## config.mk

```make
export PLATFORM = sky130hd
export DESIGN_NAME = sample_sender
export DESIGN_NICKNAME = d
export VERILOG_FILES = /design/src/rtl/sample_sender.sv
export SDC_FILE = /design/constraint.sdc
export NUM_CORES = 1
export LEC_CHECK = 0
export ABC_AREA = 0
export CORE_UTILIZATION = 43
export CTS_BUF_LIST = sky130_fd_sc_hd__clkbuf_16
export DETAILED_ROUTE_END_ITERATION = 6
export PLACE_DENSITY = 0.7
export SETUP_SLACK_MARGIN = 0.4
export SYNTH_ARGS = -nofsm -noshare
export SYNTH_HDL_FRONTEND = slang
export SYNTH_SLANG_ARGS = --single-unit
```

## constraint.sdc

```tcl
create_clock -name iClock -period 4.3 [get_ports iClock]
set_input_delay 0.43 -clock iClock [delete_from_list [all_inputs] [get_ports iClock]]
set_output_delay 0.43 -clock iClock [all_outputs]
set_load 0.1 [all_outputs]
```

## src/rtl/sample_sender.sv

```systemverilog
// sample_sender: streams NUM_WORDS sample-memory words to a UART TX as bytes, MSB byte first.
// Ports: iClock/iReset (sync, active-high); iStart begins a transfer from IDLE;
// oMemAddr/oMemRead/iMemData drive a synchronous-read memory; oTxData/oTxStart/iTxBusy
// form the transmitter handshake; oBusy is high while a transfer runs; oDone pulses at the end.
// Define SAMPLE_SENDER_CHECKSUM_EN to append an XOR checksum byte after the last word.
module sample_sender #(
  parameter int DATA_WIDTH = 16,
  parameter int ADDR_WIDTH = 8,
  parameter int NUM_WORDS  = 256
) (
  input  logic                  iClock,
  input  logic                  iReset,
  input  logic                  iStart,
  output logic [ADDR_WIDTH-1:0] oMemAddr,
  output logic                  oMemRead,
  input  logic [DATA_WIDTH-1:0] iMemData,
  output logic [7:0]            oTxData,
  output logic                  oTxStart,
  input  logic                  iTxBusy,
  output logic                  oBusy,
  output logic                  oDone
);
  localparam int BYTES = DATA_WIDTH / 8;
  localparam int CW = $clog2(BYTES + 1);
  typedef enum logic [3:0] {
    IDLE, READ, LOAD, TX_REQ, TX_GAP, TX_WAIT, NEXT,
`ifdef SAMPLE_SENDER_CHECKSUM_EN
    CSUM,
`endif
    FINISH
  } state_t;
  state_t state, next;
  logic [ADDR_WIDTH-1:0] index;
  logic [CW-1:0] cnt;
  logic [DATA_WIDTH-1:0] shreg;
  logic last, mem_read_n, tx_start_n, busy_n, done_n, wait_end;
  assign last = index == ADDR_WIDTH'(NUM_WORDS - 1);
  assign oMemAddr = index;
`ifdef SAMPLE_SENDER_CHECKSUM_EN
  logic [7:0] acc;
  logic csum_sent;
  // once the checksum byte has gone out, the byte loop exits straight to FINISH
  assign wait_end = csum_sent;
`else
  assign wait_end = 1'b0;
`endif
  always_ff @(posedge iClock) begin
    if (iReset) begin
      state <= IDLE;
      index <= '0;
      cnt <= '0;
      shreg <= '0;
      oMemRead <= 1'b0;
      oTxStart <= 1'b0;
      oTxData <= '0;
      oBusy <= 1'b0;
      oDone <= 1'b0;
`ifdef SAMPLE_SENDER_CHECKSUM_EN
      acc <= '0;
      csum_sent <= 1'b0;
`endif
    end else begin
      state <= next;
      oMemRead <= mem_read_n;
      oTxStart <= tx_start_n;
      oBusy <= busy_n;
      oDone <= done_n;
      if (tx_start_n) oTxData <= shreg[DATA_WIDTH-1 -: 8];
      if (state == IDLE && iStart) index <= '0;
      if (state == NEXT && !last) index <= index + 1'b1;
      if (state == LOAD) begin
        shreg <= iMemData;
        cnt <= CW'(BYTES);
      end
      if (state == TX_GAP) begin
        shreg <= shreg << 8;
        cnt <= cnt - 1'b1;
      end
`ifdef SAMPLE_SENDER_CHECKSUM_EN
      if (state == IDLE && iStart) begin
        acc <= '0;
        csum_sent <= 1'b0;
      end
      if (tx_start_n) acc <= acc ^ shreg[DATA_WIDTH-1 -: 8];
      if (state == CSUM) begin
        shreg <= DATA_WIDTH'(acc) << (DATA_WIDTH - 8);
        cnt <= CW'(1);
        csum_sent <= 1'b1;
      end
`endif
    end
  end
  always_comb begin
    next = state;
    case (state)
      IDLE:    next = iStart ? READ : IDLE;
      READ:    next = LOAD;
      LOAD:    next = TX_REQ;
      TX_REQ:  next = iTxBusy ? TX_REQ : TX_GAP;
      TX_GAP:  next = TX_WAIT;
      TX_WAIT: next = iTxBusy ? TX_WAIT : cnt != '0 ? TX_REQ : wait_end ? FINISH : NEXT;
`ifdef SAMPLE_SENDER_CHECKSUM_EN
      NEXT:    next = last ? CSUM : READ;
      CSUM:    next = TX_REQ;
`else
      NEXT:    next = last ? FINISH : READ;
`endif
      FINISH:  next = IDLE;
      default: next = IDLE;
    endcase
  end
  // outputs are registered from the upcoming state so they line up with it
  always_comb begin
    mem_read_n = next == READ;
    tx_start_n = state == TX_REQ && !iTxBusy;
    busy_n = next != IDLE && next != FINISH;
    done_n = next == FINISH;
  end
endmodule

```

==> metrics, run 1 <==
status=completed; worst vdd rail ir drop=approximately 0.00018 V; Finished Cell Area=2335 µm²; DR vias=1,528; initial drt markers=roughly 120; Final Net Count=between 200 and 300; achievable frequency=433.8 MHz; Simple-Gate Fraction of Synth Area=a little over a quarter; Slew @ Worst Pin=just over 1 ns; Routed WL=3.645 mm; compound-cell area share of the yosys netlist=roughly a fifth; ys async rst share=0%; Area contributors post-synth=dfxtp_1 (46%), nand2_1 (9.6%), a21oi_1 (8.9%); DR WL/cell=about 12 µm; core area=4000 µm²; initial antenna violation count=0; CP max stage delay=between 1 and 1.5 ns; Top FF cell, synth=dfxtp_1; die width=approximately 67 µm; Setup CP Type=flop to output port; Final Setup Violations=0; R2R cell count=4; Pleak=between 0.8 and 0.9 nW; Congestion Overflow GR=0; Die Y=around 67 µm; via density per instance=5.215; TritonCTS clock tree=done; minimum clock period after layout=2.305 ns; power per cell area=between 300 and 400 nW/µm²; Slew Viols, Final=0; critical path endpoint category=output port; Post-synth EDFFs=0; WP data arrival=~1.9 ns; area delta synth->final=29.85%; Port Buffers=39; Fin Hold WS=approximately 0.45 ns; largest family of logic cells by synthesized area=simple AND/OR/NAND/NOR gates; first-pass GRT wire length=~6.0 mm; Synth Area in Adders=between 1 and 1.5%; Mean Syn Cell Area=8.562 µm²; setup TNS=0 ns; top-area cell type share of the netlist area=45.65%; top cells by count, synth=nand2_1 (46), dfxtp_1 (41), a21oi_1 (32), a22oi_1 (8); post-DP HPWL=2.418 mm; vias in the first global route=around 1,300; Max FO, Critical Path=7; post-synthesis xor/xnor area fraction=less than 1%; Max H-tree Level=2; Seq/Total Area, Yosys=a little under half; top cell family by delay on the critical path=buffers and inverters; crit start category=flop; worst path cell trace=clkdlybuf4s50_1; Final period util=between 50% and 60%; layout cells sized above 1=roughly 7.4%; final hold vios=0; Initial Utilization=between 40 and 50%; post-cts resize count=0; register bit total from synthesis=approximately 40; Slew headroom=approximately a third; WP depth=1; clk sink count=41; GP Congestion=between 0.7 and 0.8; cell with the most instances after synthesis=nand2_1; Critical path buffers and inverters=1; worst path required time=just under 4 ns; Post-DRT Antenna Nets=0; die area=approximately 4400 µm²; Yosys top cell by area=dfxtp_1; mapped cell area=around 1800 µm²; Syn. warnings=0; CP max stage cell=clkdlybuf4s50_1; clk_lat worst skew=0.27 ns; Synth Instances=210; TritonRoute pass-1 iters=4; final core occ=around three fifths; antenna cell count=0; CTS root buf=clkbuf_16; RSZ-0062 raised after global routing=no; GRT Overall Usage=about 18%; Remaining DRCs=0; largest net degree at the start of global routing=30; post-synthesis mux area share=less than 1%; Num CTS Buffers=5; Setup Skew=~0.0021 ns; Placed Area=between 2000 and 2500 µm²; Max Cap Viol=0; Ports=40; maximum clock insertion buffer count=2; hold_buf cts=0; Worst Hold Depth=2; synthesized net count=approximately 230; distinct cell type count after synthesis=43; Filler cells=between 300 and 400; Hold Path Class=flop to flop; Core Rows=23; setup bufs post-CTS=0; Reg clk slew, reported paths=around 0.06 ns
-- registers in the layout, summed over array words and instances (netlist names) --
register  cells
oTxStart      1
state         3
cnt           2
shreg        16
oMemAddr      8
oTxData       8
oDone         1
oBusy         1
oMemRead      1
-- cell families after synthesis --
kind of cell / count (synthesis)
buffers and inverters: 17
AND/OR/NAND/NOR: 91
AO/OA/AOI/OAI: 56
multiplexers: 1
XOR/XNOR: 2
flip-flops: 41
adder cells (fa/ha/maj): 2
-- area by class of cell --
| class | instances | area (µm²) | area share (%) |
|---|---|---|---|
| Clock buffer | 5 | 125.1 | 5.359 |
| Clock inverter | 3 | 41.29 | 1.768 |
| Inverter | 3 | 11.26 | 0.4823 |
| Multi-Input combinational cell | 152 | 883.3 | 37.83 |
| Sequential cell | 41 | 820.8 | 35.16 |
| Tap cell | 50 | 62.56 | 2.680 |
| Timing Repair Buffer | 39 | 390.4 | 16.72 |
-- worst reg2reg max path, delay by kind of cell, from the launching register on --
family	cells	cell delay [ns]
DFF	1	0.68
and+or+nand+nor	3	1.11
AOI/OAI and AO/OA	1	0.07
-- per-layer routing --
metal  wire, µm  GRT usage [%]  vias up
li1           -              -      802
met1       1860          25.47      692
met2       1606          26.14       30
met3        135          4.110        4
met4         42          6.383        0
met5          0              0        -
-- stage by stage --
stage / cells / setup WS, ns / power [mW]
final: 293 / 1.995 / 0.9145
after global routing: 293 / 1.901 / 0.9522
after CTS: 293 / 1.973 / 0.9220
after detailed placement: 285 / 1.747 / 0.5124
after global placement: 285 / 1.768 / 0.5115
after floorplan: 210 / 2.121 / 0.4835
-- power by group --
part / internal [mW] / switching (mW) / total, mW
clock: 0.271 / 0.139 / 0.410
combinational: 0.0403 / 0.0540 / 0.0943
sequential: 0.394 / 0.0157 / 0.410
-- cell usage in the layout (no fill, tap or decap), drive strengths merged, types with 3 or more instances in the layout --
master,count
nor3,6
a21oi,33
dfxtp,41
nor4,3
a22oi,8
clkdlybuf4s50,39
inv,3
and3,6
clkbuf,5
nand3,4
nor2,8
nand2,46
o21ai,3
nand3b,3
-- worst paths after layout --
check	start	endpoint	slack, ns
setup / recovery	oMemAddr[3]$_SDFFE_PP0P_	oMemAddr[3]	1.99
hold / removal	oTxData[3]$_SDFFE_PP0P_	oTxData[3]$_SDFFE_PP0P_	0.45
hold reg to reg	oTxData[3]$_SDFFE_PP0P_	oTxData[3]$_SDFFE_PP0P_	0.45
setup reg to reg	state[2]$_SDFF_PP0_	shreg[11]$_SDFFE_PP0P_	2.28
Note: power is estimated with default switching activity, not from simulation.
==> run 2, diff against run 1 <==
Clock period 4.3 ns to 2.3 ns, I/O delays scaled along.
==> metrics, run 2 (synthesis results as in run 1) <==
Remaining DRCs=0; Max H-tree Level=2; sw power=between 0.4 and 0.5 mW; Ports=40; Finished Cell Area=roughly 2400 µm²; RSZ-0062 raised after global routing=no; area delta synth->final=30.83%; largest net degree at the start of global routing=19; Initial Utilization=between 40% and 50%; final core occ=between 50% and 60%; maximum clock insertion buffer count=2; Num CTS Buffers=5; Core Rows=23; Final Setup Violations=0; Clk pwr share=49.0%; core area=between 4000 and 5000 µm²; Slew Viols, Final=0; Max Cap Viol=0; Placed Area=between 2000 and 2500 µm²; first-pass GRT wire length=6.134 mm; post-DP HPWL=2.691 mm; die width=66.67 µm; status=completed; Final Net Count=about 270; critical path endpoint category=flop; setup TNS=0 ns; CTS root buf=clkbuf_16; leading cell type in the layout, fill and taps excluded=nand2_1; final hold vios=0; Port Buffers=39; Flop pwr share=41.2%; hold_buf cts=0; WP data arrival=about 1.9 ns; GRT Overall Usage=a little under a fifth; vias in the first global route=1,338; Die Y=between 60 and 70 µm; most flop-heavy register=shreg; post-cts resize count=0; Slew @ Worst Pin=between 0.5 and 0.6 ns; Hold Path Class=flop to flop; initial antenna violation count=0; minimum clock period after layout=1.683 ns; TritonCTS clock tree=done; Gate power share=just under 10%; Final period util=between 70% and 80%; initial drt markers=67; DR WL/cell=about 13 µm; clk sink count=slightly above 40; layout cells sized above 1=20.65%; via density per instance=5.236; Internal=1.441 mW; CP max stage cell=dfxtp_1; sw frac=between 20 and 25%; worst vdd rail ir drop=0.0004228 V; achievable frequency=594.1 MHz; clk_lat worst skew=between 0.2 and 0.3 ns; Reg clk slew, reported paths=0.06 ns; crit start category=flop; top cell family by delay on the critical path=flip-flops; Routed WL=3.761 mm; Setup Skew=around 0.0072 ns; Congestion Overflow GR=0; Max FO, Critical Path=18; Filler cells=between 300 and 400; Slew headroom=about three fifths; Critical path buffers and inverters=1; Setup CP Type=flop to flop; power per cell area=a little under 800 nW/µm²; Post-DRT Antenna Nets=0; most frequent cells in the layout=nand2_1 (46), dfxtp_1 (33), a21oi_1 (32); die area=about 4400 µm²; Pleak=0.9087 nW; setup bufs post-CTS=0; GP Congestion=0.7885; worst path required time=2.51 ns; CP max stage delay=around 0.67 ns; worst path cell trace=nor3b_4, buf_4, a22oi_1, a21oi_1; Largest register FFs=16; TritonRoute pass-1 iters=6; antenna cell count=0; DR vias=around 1,600
## run 2: worst reg2reg max path: cells and delay by family (launching register included)
family | cells | cell delay, ns
flip-flops | 1 | 0.67
AND/OR/NAND/NOR | 1 | 0.45
buffers and inverters | 1 | 0.25
AO/OA/AOI/OAI | 2 | 0.23
## run 2: per-layer routing
layer	vias to the layer above	routed length [µm]	global-route usage (%)
li1	808	-	-
met4	0	68	7.979
met3	5	166	6.164
met1	712	1862	24.69
met5	-	0	0
met2	30	1664	27.65
## run 2: power groups by stage
stage	clock, mW	combinational [mW]	sequential (mW)
6_report	0.910	0.181	0.765
3_5_place_dp	0	0.182	0.780
4_1_cts	0.920	0.182	0.765
3_3_place_gp	0	0.180	0.781
2_1_floorplan	0	0.111	0.793
5_1_grt	0.949	0.199	0.770
## run 2: layout make-up
class	instances	area (µm²)	share of cell area, %
Multi-Input combinational cell	152	883.3	37.55
Sequential cell	41	830.8	35.32
Timing Repair Buffer	43	370.4	15.74
Clock buffer	5	125.1	5.319
Clock inverter	3	68.82	2.926
Tap cell	50	62.56	2.660
Inverter	3	11.26	0.4787
## run 2: metrics by stage
step	hold slack, ns	setup WS, ns	cells	power [mW]
2_1_floorplan	0.3660	0.4805	210	0.9038
3_3_place_gp	0.4426	0.6606	289	0.9603
3_5_place_dp	0.4473	0.6205	289	0.9621
4_1_cts	0.4568	0.6256	297	1.867
5_1_grt	0.4692	0.4688	297	1.919
6_report	0.4568	0.6169	297	1.856
## run 2: final timing paths
| kind | slack, ns | cells after the start | startpoint | to |
|---|---|---|---|---|
| worst max-delay path | 0.62 | 4 | state[1]$_SDFF_PP0_ | shreg[11]$_SDFFE_PP0P_ |
| worst min-delay path | 0.46 | 2 | oTxData[3]$_SDFFE_PP0P_ | oTxData[3]$_SDFFE_PP0P_ |
| worst max register to register | 0.62 | 4 | state[1]$_SDFF_PP0_ | shreg[11]$_SDFFE_PP0P_ |
| worst min register to register | 0.46 | 2 | oTxData[3]$_SDFFE_PP0P_ | oTxData[3]$_SDFFE_PP0P_ |
==> run 3, diff against run 2 <==
Clock period 2.3 ns to 1.6 ns, I/O delays scaled along.
==> metrics, run 3 (synthesis results as in run 1) <==
Finished Cell Area=between 3000 and 4000 µm²; sw power=roughly 0.67 mW; core area=~4000 µm²; Fin Hold WS=0.4269 ns; Gate power share=between 10% and 20%; layout cells sized above 1=between 40% and 50%; Slew headroom=between 70% and 80%; Final period util=about 86%; Flop pwr share=between 40 and 50%; post-route worst setup slack=~0.22 ns; Reg clk slew, reported paths=approximately 0.060 ns; initial drt markers=125; Filler cells=between 200 and 250; RSZ-0062 raised after global routing=yes; setup TNS=0 ns; WP data arrival=about 1.6 ns; Congestion Overflow GR=0; Slew @ Worst Pin=roughly 0.3 ns; hold_buf cts=0; CTS root buf=clkbuf_16; Setup Skew=between 0.003 and 0.004 ns; top cell family by delay on the critical path=simple AND/OR/NAND/NOR gates; Hold Path Class=input pin to flop; die area=about 4400 µm²; DR vias=about 1,900; Routed WL=between 5 and 6 mm; clk_lat worst skew=0.28 ns; Num CTS Buffers=5; Die Y=66.67 µm; GP Congestion=0.7838; post-DP HPWL=2.839 mm; worst vdd rail ir drop=slightly below 0.0006 V; antenna cell count=0; largest net degree at the start of global routing=15; die width=~67 µm; critical path endpoint category=flop; Remaining DRCs=0; area delta synth->final=73.14%; most flop-heavy register=shreg; vias in the first global route=between 1,500 and 2,000; Max Cap Viol=0; Slew Viols, Final=0; worst path required time=roughly 1.8 ns; via density per instance=between 5 and 6; sw frac=between 20% and 30%; Ports=40; first-pass GRT wire length=between 8 and 9 mm; most frequent cells in the layout=nand2_1 (38), buf_4 (23), dfxtp_1 (21), buf_12 (21), a21oi_1 (20); Placed Area=roughly 2500 µm²; Setup CP Type=flop to flop; Max H-tree Level=2; Pleak=roughly 1.2 nW; maximum clock insertion buffer count=2; clk sink count=41; Core Rows=23; Critical path buffers and inverters=1; Place WS=about 0.0068 ns; Internal=between 1.5 and 2 mW; crit start category=flop; Clk pwr share=slightly below 40%; Largest register FFs=16; TritonCTS clock tree=done; CP max stage delay=~0.38 ns; Final Net Count=300; Post-DRT Antenna Nets=0; Port Buffers=39; final hold vios=0; GRT Overall Usage=between 20% and 30%; achievable frequency=between 700 and 800 MHz; minimum clock period after layout=about 1.4 ns; status=completed; Max FO, Critical Path=6; CP max stage cell=dfxtp_4; TritonRoute pass-1 iters=5; worst path cell trace=buf_4, nor2b_2, o21ai_1, a311oi_2, nor2b_1; Initial Utilization=44.95%; Final Setup Violations=0; leading cell type in the layout, fill and taps excluded=nand2_1; initial antenna violation count=0; DR WL/cell=16.64 µm; power per cell area=~800 nW/µm²
## run 3: path summary, 6_finish.rpt
check | end | cells after the start | from | slack (ns)
setup / recovery | oDone$_SDFF_PP0_ | 5 | state[2]$_SDFF_PP0_ | 0.22
hold / removal | shreg[3]$_SDFFE_PP0N_ | 3 | iMemData[3] | 0.43
setup reg to reg | oDone$_SDFF_PP0_ | 5 | state[2]$_SDFF_PP0_ | 0.22
hold reg to reg | oTxData[2]$_SDFFE_PP0P_ | 2 | shreg[10]$_SDFFE_PP0P_ | 0.45
## run 3: area by class of cell
| class | count | area, µm² | area share, % |
|---|---|---|---|
| clock inverters | 3 | 17.52 | 0.5627 |
| multi-input cells | 153 | 1112 | 35.73 |
| inverters | 3 | 11.26 | 0.3617 |
| repair buffers | 74 | 910.9 | 29.26 |
| clock buffers | 5 | 125.1 | 4.019 |
| flip-flops and latches | 41 | 873.3 | 28.05 |
| well taps | 50 | 62.56 | 2.010 |
## run 3: what timing repair did
item / in CTS / in global routing
endpoints found under the setup margin: 40 / 40
pin swaps: 17 / 13
resized for setup: 42 / 31
buffers inserted: 20 / 2
cloned: 3 / 0
## run 3: worst reg2reg max path, delay by kind of cell, from the launching register on
kind,cells,cell delay [ns]
compound gates,2,0.38
buf+inv,1,0.15
flops,1,0.38
simple gates,2,0.39
## run 3: per-layer routing
metal  vias to the layer above  part of all wire [%]  global-route usage [%]  routed length (µm)
li1                        876                     -                       -                   -
met3                        14                   5.0                   6.507                 271
met2                        76                    50                   41.29                2760
met5                         -                     0                       0                   0
met4                         0                   2.0                   12.77                 112
met1                       884                    43                   30.90                2328
## run 3: stage by stage
| step | util [%] | std cells | total power, mW |
|---|---|---|---|
| after floorplan | - | 210 | 1.290 |
| after global placement | 63.06 | 296 | 1.399 |
| after detailed placement | 63.06 | 296 | 1.403 |
| after CTS | 74.63 | 327 | 2.453 |
| after global routing | 77.82 | 329 | 2.569 |
| final | 77.82 | 329 | 2.499 |
## run 3: power groups by stage
stage               clock network, mW  logic (mW)  registers, mW
finish                          0.972       0.442           1.08
global route                     1.01       0.468           1.09
CTS                             0.983       0.390           1.08
detailed placement                  0       0.292           1.11
global placement                    0       0.289           1.11
floorplan                           0       0.163           1.13
